<file path="config.mk">
export PLATFORM = sky130hd
export DESIGN_NAME = pu_riscv_biu_ahb_flat
export DESIGN_NICKNAME = d
export VERILOG_FILES = /design/src/rtl/pu_riscv_biu_ahb_if.sv /design/src/rtl/pu_riscv_biu_ahb.sv /design/src/flat_wrapper.sv
export SDC_FILE = /design/constraint.sdc
export NUM_CORES = 1
export LEC_CHECK = 0
export ABC_AREA = 1
export CAP_MARGIN = 40
export CORE_AREA = 2 2 188 190
export DETAILED_ROUTE_END_ITERATION = 7
export DIE_AREA = 0 0 190 192
export PLACE_DENSITY = 0.74
export SLEW_MARGIN = 0
export SYNTH_ARGS = -nofsm -noshare
export SYNTH_HDL_FRONTEND = slang
export SYNTH_SLANG_ARGS = --single-unit
</file>
<file path="constraint.sdc">
create_clock -name clk_i -period 7.85 [get_ports clk_i]
set_input_delay 1.57 -clock clk_i [delete_from_list [all_inputs] [get_ports clk_i]]
set_output_delay 1.57 -clock clk_i [all_outputs]
set_load 0.05 [all_outputs]
</file>
<file path="src/rtl/pu_riscv_biu_ahb_if.sv">
`default_nettype none
// ============================================================================
// pu_riscv_biu_ahb_if : BIU request bundle plus AHB-Lite master bus signals
// Revision 1.0
// ============================================================================
interface pu_riscv_biu_ahb_if #(
  parameter int XLEN = 64,
  parameter int PLEN = 64
);
  // requester side
  logic            biu_stb;
  logic            biu_stb_ack;
  logic [PLEN-1:0] biu_adri;
  logic [PLEN-1:0] biu_adro;
  logic [2:0]      biu_size;
  logic [2:0]      biu_type;
  logic            biu_lock;
  logic [2:0]      biu_prot;
  logic            biu_we;
  logic [XLEN-1:0] biu_d;
  logic [XLEN-1:0] biu_q;
  logic            biu_ack;
  logic            biu_err;

  // AHB-Lite bus
  logic [PLEN-1:0] HADDR;
  logic            HWRITE;
  logic [2:0]      HSIZE;
  logic [2:0]      HBURST;
  logic [3:0]      HPROT;
  logic [1:0]      HTRANS;
  logic            HMASTLOCK;
  logic [XLEN-1:0] HWDATA;
  logic [XLEN-1:0] HRDATA;
  logic            HREADY;
  logic            HRESP;

  modport master (
    input  biu_stb, biu_adri, biu_size, biu_type, biu_lock, biu_prot, biu_we, biu_d,
    input  HRDATA, HREADY, HRESP,
    output biu_stb_ack, biu_adro, biu_q, biu_ack, biu_err,
    output HADDR, HWRITE, HSIZE, HBURST, HPROT, HTRANS, HMASTLOCK, HWDATA
  );

  modport slave (
    output biu_stb, biu_adri, biu_size, biu_type, biu_lock, biu_prot, biu_we, biu_d,
    output HRDATA, HREADY, HRESP,
    input  biu_stb_ack, biu_adro, biu_q, biu_ack, biu_err,
    input  HADDR, HWRITE, HSIZE, HBURST, HPROT, HTRANS, HMASTLOCK, HWDATA
  );
endinterface
`default_nettype wire

</file>
<file path="src/rtl/pu_riscv_biu_ahb.sv">
`default_nettype none
// ============================================================================
// pu_riscv_biu_ahb : BIU strobe/ack to AHB-Lite master, bursts/waits/ERROR
// Revision 1.0
// ============================================================================
module pu_riscv_biu_ahb #(
  parameter int XLEN = 64,
  parameter int PLEN = 64
) (
  input  logic               clk_i,
  input  logic               rst_i,
  pu_riscv_biu_ahb_if.master bus
);

  typedef enum logic [1:0] {
    ST_IDLE  = 2'd0,
    ST_BURST = 2'd1,
    ST_ERR2  = 2'd2
  } state_t;

  localparam logic [1:0] c_HTRANS_IDLE   = 2'd0;
  localparam logic [1:0] c_HTRANS_BUSY   = 2'd1;
  localparam logic [1:0] c_HTRANS_NONSEQ = 2'd2;
  localparam logic [1:0] c_HTRANS_SEQ    = 2'd3;

  function automatic logic [3:0] burst_beats_m1(input logic [2:0] hburst);
    case (hburst[2:1])
      2'b01:   return 4'd3;
      2'b10:   return 4'd7;
      2'b11:   return 4'd15;
      default: return 4'd0;
    endcase
  endfunction

  state_t          state_q;
  logic [3:0]      cnt_q;
  logic            hold_q;
  logic [1:0]      trans_q;
  logic [PLEN-1:0] addr_q;
  logic            we_q;
  logic [2:0]      size_q;
  logic [2:0]      burst_q;
  logic [2:0]      prot_q;
  logic            lock_q;
  logic            dp_valid_q;
  logic [PLEN-1:0] dp_addr_q;
  logic [XLEN-1:0] dp_wdata_q;

  logic            w_req;
  logic            w_err1;
  logic            w_done;
  logic            w_accept;
  logic [PLEN-1:0] w_step;
  logic [PLEN-1:0] w_incr;
  logic [PLEN-1:0] w_mask;
  logic [PLEN-1:0] w_next;
  logic [1:0]      w_trans;
  logic [PLEN-1:0] w_addr;
  logic            w_we;
  logic [2:0]      w_size;
  logic [2:0]      w_burst;
  logic [2:0]      w_prot;
  logic            w_lock;

  // A request seen while reset is high must not leak onto the bus
  assign w_req    = bus.biu_stb & ~rst_i;
  assign w_err1   = dp_valid_q & bus.HRESP & ~bus.HREADY;
  assign w_done   = dp_valid_q & bus.HREADY;
  assign w_accept = w_trans[1] & bus.HREADY;

  // Next beat address; wrap bursts keep bits above the wrap boundary
  always_comb begin
    w_step = PLEN'(1) << size_q;
    w_incr = addr_q + w_step;
    w_mask = ((PLEN'(burst_beats_m1(burst_q)) + PLEN'(1)) << size_q) - PLEN'(1);
    if (!burst_q[0]) w_next = (addr_q & ~w_mask) | (w_incr & w_mask);
    else             w_next = w_incr;
  end

  always_comb begin
    w_trans = c_HTRANS_IDLE;
    w_addr  = addr_q;
    w_we    = we_q;
    w_size  = size_q;
    w_burst = burst_q;
    w_prot  = prot_q;
    w_lock  = lock_q;
    if (w_err1 || state_q == ST_ERR2) begin
      w_trans = c_HTRANS_IDLE;
    end else if (hold_q) begin
      w_trans = trans_q;
    end else if (state_q == ST_BURST) begin
      if (w_req) begin
        w_trans = c_HTRANS_SEQ;
        w_addr  = w_next;
      end else begin
        w_trans = c_HTRANS_BUSY;
      end
    end else if (w_req) begin
      w_trans = c_HTRANS_NONSEQ;
      w_addr  = bus.biu_adri;
      w_we    = bus.biu_we;
      w_size  = bus.biu_size;
      w_burst = bus.biu_type;
      w_prot  = bus.biu_prot;
      w_lock  = bus.biu_lock;
    end
  end

  always_ff @(posedge clk_i or posedge rst_i) begin
    if (rst_i) begin
      state_q    <= ST_IDLE;
      cnt_q      <= 4'd0;
      hold_q     <= 1'b0;
      trans_q    <= c_HTRANS_IDLE;
      addr_q     <= '0;
      we_q       <= 1'b0;
      size_q     <= 3'd0;
      burst_q    <= 3'd0;
      prot_q     <= 3'd0;
      lock_q     <= 1'b0;
      dp_valid_q <= 1'b0;
      dp_addr_q  <= '0;
      dp_wdata_q <= '0;
    end else begin
      // Copy of the last presented address phase, replayed while stalled
      if (w_trans[1]) begin
        addr_q  <= w_addr;
        we_q    <= w_we;
        size_q  <= w_size;
        burst_q <= w_burst;
        prot_q  <= w_prot;
        lock_q  <= w_lock;
        trans_q <= w_trans;
      end
      hold_q <= w_trans[1] & ~bus.HREADY;

      if (w_accept) begin
        dp_valid_q <= 1'b1;
        dp_addr_q  <= w_addr;
        dp_wdata_q <= bus.biu_d;
      end else if (w_done) begin
        dp_valid_q <= 1'b0;
      end

      case (state_q)
        ST_IDLE: begin
          if (w_err1) begin
            cnt_q   <= 4'd0;
            state_q <= ST_ERR2;
          end else if (w_accept && w_burst[2:1] != 2'b00) begin
            cnt_q   <= burst_beats_m1(w_burst);
            state_q <= ST_BURST;
          end
        end
        ST_BURST: begin
          if (w_err1) begin
            cnt_q   <= 4'd0;
            state_q <= ST_ERR2;
          end else if (w_accept) begin
            cnt_q <= cnt_q - 4'd1;
            if (cnt_q == 4'd1) state_q <= ST_IDLE;
          end
        end
        ST_ERR2: begin
          if (bus.HREADY) state_q <= ST_IDLE;
        end
        default: state_q <= ST_IDLE;
      endcase
    end
  end

  assign bus.HTRANS      = w_trans;
  assign bus.HADDR       = w_addr;
  assign bus.HWRITE      = w_we;
  assign bus.HSIZE       = w_size;
  assign bus.HBURST      = w_burst;
  assign bus.HPROT       = {1'b0, w_prot};
  assign bus.HMASTLOCK   = w_lock;
  assign bus.HWDATA      = dp_wdata_q;
  assign bus.biu_stb_ack = w_accept;
  assign bus.biu_adro    = dp_addr_q;
  assign bus.biu_q       = bus.HRDATA;
  assign bus.biu_ack     = w_done & ~bus.HRESP;
  assign bus.biu_err     = w_done & bus.HRESP;

endmodule
`default_nettype wire

</file>
<file path="src/flat_wrapper.sv">
// flat-port wrapper written by rule: the top's interface ports become plain ports
module pu_riscv_biu_ahb_flat 
#(
  parameter int XLEN = 64,
  parameter int PLEN = 64
)
  (clk_i, rst_i, bus_biu_stb, bus_biu_adri, bus_biu_size, bus_biu_type, bus_biu_lock, bus_biu_prot, bus_biu_we, bus_biu_d, bus_HRDATA, bus_HREADY, bus_HRESP, bus_biu_stb_ack, bus_biu_adro, bus_biu_q, bus_biu_ack, bus_biu_err, bus_HADDR, bus_HWRITE, bus_HSIZE, bus_HBURST, bus_HPROT, bus_HTRANS, bus_HMASTLOCK, bus_HWDATA);
  pu_riscv_biu_ahb_if #(.XLEN(XLEN), .PLEN(PLEN)) bus_i ();
  input  logic clk_i;
  input  logic rst_i;
  input wire logic [$bits(bus_i.biu_stb)-1:0] bus_biu_stb;
  input wire logic [$bits(bus_i.biu_adri)-1:0] bus_biu_adri;
  input wire logic [$bits(bus_i.biu_size)-1:0] bus_biu_size;
  input wire logic [$bits(bus_i.biu_type)-1:0] bus_biu_type;
  input wire logic [$bits(bus_i.biu_lock)-1:0] bus_biu_lock;
  input wire logic [$bits(bus_i.biu_prot)-1:0] bus_biu_prot;
  input wire logic [$bits(bus_i.biu_we)-1:0] bus_biu_we;
  input wire logic [$bits(bus_i.biu_d)-1:0] bus_biu_d;
  input wire logic [$bits(bus_i.HRDATA)-1:0] bus_HRDATA;
  input wire logic [$bits(bus_i.HREADY)-1:0] bus_HREADY;
  input wire logic [$bits(bus_i.HRESP)-1:0] bus_HRESP;
  output wire logic [$bits(bus_i.biu_stb_ack)-1:0] bus_biu_stb_ack;
  output wire logic [$bits(bus_i.biu_adro)-1:0] bus_biu_adro;
  output wire logic [$bits(bus_i.biu_q)-1:0] bus_biu_q;
  output wire logic [$bits(bus_i.biu_ack)-1:0] bus_biu_ack;
  output wire logic [$bits(bus_i.biu_err)-1:0] bus_biu_err;
  output wire logic [$bits(bus_i.HADDR)-1:0] bus_HADDR;
  output wire logic [$bits(bus_i.HWRITE)-1:0] bus_HWRITE;
  output wire logic [$bits(bus_i.HSIZE)-1:0] bus_HSIZE;
  output wire logic [$bits(bus_i.HBURST)-1:0] bus_HBURST;
  output wire logic [$bits(bus_i.HPROT)-1:0] bus_HPROT;
  output wire logic [$bits(bus_i.HTRANS)-1:0] bus_HTRANS;
  output wire logic [$bits(bus_i.HMASTLOCK)-1:0] bus_HMASTLOCK;
  output wire logic [$bits(bus_i.HWDATA)-1:0] bus_HWDATA;
  assign bus_i.biu_stb = bus_biu_stb;
  assign bus_i.biu_adri = bus_biu_adri;
  assign bus_i.biu_size = bus_biu_size;
  assign bus_i.biu_type = bus_biu_type;
  assign bus_i.biu_lock = bus_biu_lock;
  assign bus_i.biu_prot = bus_biu_prot;
  assign bus_i.biu_we = bus_biu_we;
  assign bus_i.biu_d = bus_biu_d;
  assign bus_i.HRDATA = bus_HRDATA;
  assign bus_i.HREADY = bus_HREADY;
  assign bus_i.HRESP = bus_HRESP;
  assign bus_biu_stb_ack = bus_i.biu_stb_ack;
  assign bus_biu_adro = bus_i.biu_adro;
  assign bus_biu_q = bus_i.biu_q;
  assign bus_biu_ack = bus_i.biu_ack;
  assign bus_biu_err = bus_i.biu_err;
  assign bus_HADDR = bus_i.HADDR;
  assign bus_HWRITE = bus_i.HWRITE;
  assign bus_HSIZE = bus_i.HSIZE;
  assign bus_HBURST = bus_i.HBURST;
  assign bus_HPROT = bus_i.HPROT;
  assign bus_HTRANS = bus_i.HTRANS;
  assign bus_HMASTLOCK = bus_i.HMASTLOCK;
  assign bus_HWDATA = bus_i.HWDATA;
  pu_riscv_biu_ahb #(.XLEN(XLEN), .PLEN(PLEN)) u_core (.clk_i(clk_i), .rst_i(rst_i), .bus(bus_i));
endmodule
</file>
# ---- Word level (Yosys, flattened, before mapping)
# Index checks and enable logic that the tools add are counted.
dict set report op_classes {
  add_sub_neg 4
  reduce_logical 8
  shift 2
  n_mux 47
  bitwise_logic 15
  eq_ne 13
}
# op count
set op_table {}
lappend op_table {{64-bit 2-to-1 mux} 6}
lappend op_table {{64-bit bitwise AND} 2}
lappend op_table {{64-bit adder} 1}
lappend op_table {{64-bit NOT} 1}
lappend op_table {{64-bit OR} 1}
lappend op_table {{1-bit by 3-bit left shift with 64-bit output (first input constant)} 1}
lappend op_table {{64-bit by 3-bit left shift with 64-bit output} 1}
lappend op_table {{64-bit by 1-bit subtractor with 64-bit output (second input constant)} 1}
lappend op_table {{3-bit 2-to-1 mux} 12}
lappend op_table {{4-bit case mux with 3 select lines} 2}
lappend op_table {{2-bit 2-to-1 mux} 11}
lappend op_table {{4-bit 2-to-1 mux} 4}
lappend op_table {{2-bit equality test (second input constant)} 5}
lappend op_table {{1-bit 2-to-1 mux} 10}
lappend op_table {{1-bit bitwise AND} 8}
lappend op_table {{4-bit case mux with 2 select lines} 1}
lappend op_table {{2-bit by 1-bit equality test with 1-bit output (second input constant)} 3}
lappend op_table {{3-bit by 1-bit inequality test with 1-bit output (second input constant)} 2}
lappend op_table {{2-bit case mux with 3 select lines} 1}
lappend op_table {{2-bit nonzero test} 3}
lappend op_table {{4-bit by 1-bit adder with 5-bit output (second input constant)} 1}
lappend op_table {{4-bit by 1-bit equality test with 1-bit output (second input constant)} 1}
lappend op_table {{4-bit AND reduction} 1}
lappend op_table {{4-bit by 1-bit subtractor with 4-bit output (second input constant)} 1}
lappend op_table {{other kinds (7)} 9}
dict set report totals {
  in_bits 208
  regBits 213
}

# ---- Logic depth before layout (Yosys ltp)
dict set report depth {
  word_depth 13
  mapped_depth 21
  depth_no_buf 21
}

# ---- Least setup slack after synthesis
# OpenSTA, ideal clock, no wires.
dict set report synth_timing {
  path_type {input-to-output}
  startpoint {input port bus_biu_stb}
  endpoint {output port bus_HADDR[52]}
  slack_ns 2.384
  t_arrival_ns 3.896
  t_required_ns 6.280
  path_buffers 1
  stages 11
  path_cell_list {inv_1 > nor2_2 > inv_1 > buf_4 > nor2_2 > nand3_1 > nor2_2 > nand3_1 > xor2_1 > nand2_1 > a21boi_0}
}
dict set report synth_between {
  elab_chain_len 5
  elab_cells_between_ends 6
  classes_between {5 x mux; 1 x bitwise}
}
# item line_no
set synth_lines {}
lappend synth_lines {{from (decl)} flat_wrapper.sv:11} ;# input wire logic [$bits(bus_i.biu_stb)-1:0] bus_biu_stb;
lappend synth_lines {{1-bit bitwise AND (*)} pu_riscv_biu_ahb.sv:66} ;# assign w_req = bus.biu_stb & ~rst_i;
lappend synth_lines {{64-bit 2-to-1 mux, on equally long branches} {pu_riscv_biu_ahb.sv:99, pu_riscv_biu_ahb.sv:93}}
lappend synth_lines {{64-bit 2-to-1 mux (*)} pu_riscv_biu_ahb.sv:92} ;# end else if (state_q == ST_BURST) begin
lappend synth_lines {{64-bit 2-to-1 mux (*)} pu_riscv_biu_ahb.sv:90} ;# end else if (hold_q) begin
lappend synth_lines {{64-bit 2-to-1 mux (*)} pu_riscv_biu_ahb.sv:88} ;# if (w_err1 || state_q == ST_ERR2) begin
lappend synth_lines {{to (decl)} flat_wrapper.sv:27} ;# output wire logic [$bits(bus_i.HADDR)-1:0] bus_HADDR;
# Every way passes the cells marked *; elsewhere a longest branch is shown, timed or not.

# ---- Worst setup path after layout
dict set report layout_timing {
  startpoint {input port rst_i}
  endpoint {output port bus_HADDR[47]}
}
dict set report layout_between {
  elab_chain_len 6
  elab_cells_between_ends 7
  classes_between {5 x mux; 2 x bitwise}
}
# item line_no
set layout_lines {}
lappend layout_lines {{from (decl)} flat_wrapper.sv:10} ;# input logic rst_i;
lappend layout_lines {{1-bit NOT (*)} pu_riscv_biu_ahb.sv:66}
lappend layout_lines {{1-bit bitwise AND (*)} pu_riscv_biu_ahb.sv:66}
lappend layout_lines {{64-bit 2-to-1 mux, on equally long branches} {pu_riscv_biu_ahb.sv:99, pu_riscv_biu_ahb.sv:93}}
lappend layout_lines {{64-bit 2-to-1 mux (*)} pu_riscv_biu_ahb.sv:92}
lappend layout_lines {{64-bit 2-to-1 mux (*)} pu_riscv_biu_ahb.sv:90}
lappend layout_lines {{64-bit 2-to-1 mux (*)} pu_riscv_biu_ahb.sv:88}
# Marked as above.

==> impl_metrics.ini <==
[synthesis]
synthMuxAreaShare_pct = 0.8381
ys_seq_area_share_pct = 39.67
postSynthAreaPerCell_sq_um = 7.158
synthCells = 1877
synth_compound_area_share_pct = 13.72
synth_seq_cells = 213
synth_xor_area_share_pct = 0.7171
synth_top_family_by_area = simple AND/OR/NAND/NOR gates
postSynth.asyncResetShare_pct = 100.0
synthFlopType = dfrtp_1
syn-cell-area_sq_um = 13440
synth_warnings = 0
synth_edf_count = 0
mappedNetlistNets = 2098
ys_types = 55
synth_adder_area_share_pct = 1.267
synth_simple_gate_area_share_pct = 33.29

[floorplanning]
ios = 481
rows = 68
die_h_um = 192
die_width_um = 190
initial_core_util_pct = 39.18
die-area_sq_um = 36480
coreArea_sq_um = 34290

[sta]
worst_slew_pin_slew_ns = 0.8092
timing.final.ws_setup_ns = 1.558
clock_skew_ns = 0.01042
grt_setup_unrepaired = no
slew_headroom_pct = 45.80
post-route-period-util_pct = 80.16
slew_viol_final = 0
tns_ns = 0
min_period_ns = 6.292
finalHoldViolCount = 0
setup_violations = 0
max_freq_ghz = 0.1589

[worst_setup_path]
worstPathRequired_ns = 6.28
worstSetupPathType = in2out
endpoint_kind = output pin
start_kind = input port
worstPathMaxFanout = 23
r2r_slack_ns = 4.01
arrival_ns = 4.72
reg2reg_depth = 12

[routing]
num_vias = 13500
drc = 0
ant_nets = 0
routedWlPerCell_um = 17.95
first_iter_violations = 995
avgViaCountPerCell = 5.194
dr.pass1.iters = 5
routed_wl_um = 46640

[power_and_ir_drop]
seqPwrFrac_pct = 21.9
pwr_density_cell_nw_per_um2 = 512.3
clkPwrFrac_pct = 14.3
vdd_drop_max_mv = 0.3498
pwr-share-comb_pct = 63.8
power.switching_w = 0.004879
p_int_w = 0.004274
p_sw_share_pct = 53.31
leakagePower_nw = 8.282

[clocking]
cts_setup_buffers = 0
clk_pin_slew_ns = 0.06
cts_inserted_buffers = 27
holdBufCountCts = 0
cts_buffer_depth = 3
root_buffer = clkbuf_16
cts-resized-gates = 0
htreeDepth = 1
cts_tree = yes
clk_latency_ns = 0.54
cts_sinks = 213

[placed_design]
dp_cells = 2548
port_buffers = 351
place_ws_ns = 1.573
hpwl_um = 34450
placed_cell_area_sq_um = 16940
gp_congestion = 0.9257

[global_routing]
grt_overflow_total = 0
grtUsageTotal_pct = 25.30
grt_pass1_vias = 12990
antenna_found_initial = 3
grt_pass1_wl_um = 72590
grt_max_degree = 97

[run_status]
outcome = finished clean

[hold_path]
hp-class = reg2reg
hold_path_depth = 2

[finish]
final_cell_mix = nand2_1, clkdlybuf4s50_1, dfrtp_1, nand3_1, inv_1
drive_above_1_share_pct = 7.703
final_cells = 2599
multi_input_area_sq_um = 6714
area_growth_pct = 32.99
post-route-cell-area_sq_um = 17870
final_common_cell = nand2_1
num-fill-cells = 3285
nNetsFinal = 2343
final-seq-area_sq_um = 5330

[job]
maxCapViolCount = 0
## final timing paths
path                                         startpoint                      end
min in group asynchronous                         rst_i         u_core.addr_q[4]
max in group asynchronous                         rst_i    u_core.bus.HWDATA[53]
worst max register to register        u_core.dp_valid_q  u_core.bus.biu_adro[10]
worst max-delay path                              rst_i            bus_HADDR[47]
worst min-delay path            u_core.bus.biu_adro[13]  u_core.bus.biu_adro[13]
worst min register to register  u_core.bus.biu_adro[13]  u_core.bus.biu_adro[13]
## metal layers
metal	global-route usage, %	share of wire, %	up-vias	routed length, um
li1	-	-	6583	-
met1	33.21	43	6253	19850
met2	40.50	45	557	21070
met3	6.541	9.1	105	4225
met4	8.676	3.2	2	1487
met5	0	0.024	-	11
## cell type report
cell class / count / area share, %
flip-flops and latches: 213 / 29.83
well taps: 455 / 3.186
clock buffers: 34 / 4.097
multi-input cells: 1369 / 37.58
repair buffers: 368 / 21.09
clock inverters: 15 / 1.078
inverters: 143 / 3.109
diodes: 2 / 0.02801
## power groups by stage
stage,Sequential (W),Clock [W],Combinational [W]
after floorplan,0.00285,0,0.00310
after global placement,0.00199,0,0.00576
after detailed placement,0.00200,0,0.00583
after CTS,0.00200,0.00133,0.00586
after global routing,0.00207,0.00138,0.00629
final,0.00201,0.00131,0.00584
## synth_stat cells (6+ instances only)
library cell / count / share of area (%)
inv_1: 135 / 3.8
nor3_1: 39 / 1.5
o211ai_1: 8 / 0.45
o21ai_0: 99 / 3.7
mux2_2: 10 / 0.84
buf_4: 68 / 3.8
nand4_1: 25 / 1.2
nor4_1: 6 / 0.28
nand3_1: 175 / 6.5
and2_1: 48 / 2.2
a21boi_0: 30 / 1.7
clkbuf_1: 50 / 1.4
xor2_1: 9 / 0.59
buf_2: 29 / 1.1
ha_1: 12 / 1.1
nand2_1: 594 / 17
o21ai_1: 16 / 0.60
dfrtp_1: 213 / 40
a22oi_1: 6 / 0.34
a21oi_1: 95 / 3.5
o21a_1: 31 / 1.7
a31oi_1: 7 / 0.33
nor2_1: 104 / 2.9
## metrics by stage
step / hold slack (ns) / power (W) / util, %
finish: 0.4763 / 0.009153 / 52.11
floorplan: 0.4403 / 0.005948 / -
global placement: 0.4616 / 0.007749 / 49.24
CTS: 0.4798 / 0.009193 / 52.09
global route: 0.4960 / 0.009743 / 52.11
detailed placement: 0.4635 / 0.007832 / 49.40
## state kept, by name, indices dropped and copies added (netlist names), 3 cells and up
| register | flops |
|---|---|
| u_core.addr_q | 64 |
| u_core.bus.HWDATA | 64 |
| u_core.bus.biu_adro | 64 |
| u_core.cnt_q | 4 |
| u_core.burst_q | 3 |
| u_core.prot_q | 3 |
| u_core.size_q | 3 |
## critical path: stages
cell and delay [ns]:
clkdlybuf4s50_1 0.53, nor2_2 0.21, buf_4 0.34, nand3_1 0.15, nor3_1 0.28, nand2_1 0.08, o21ai_0 0.14, nand3_1 0.12
a31oi_1 0.38, clkdlybuf4s50_1 0.90
## logic make-up after synthesis
family                     after synthesis
adders and majority gates               13
other                                    1
DFF                                    213
xor gates and xnor gates                11
AOI/OAI and AO/OA                      311
muxes                                   10
and+or+nand+nor                       1023
buffers and inverters                  295
(Power assumes the default switching activity.)
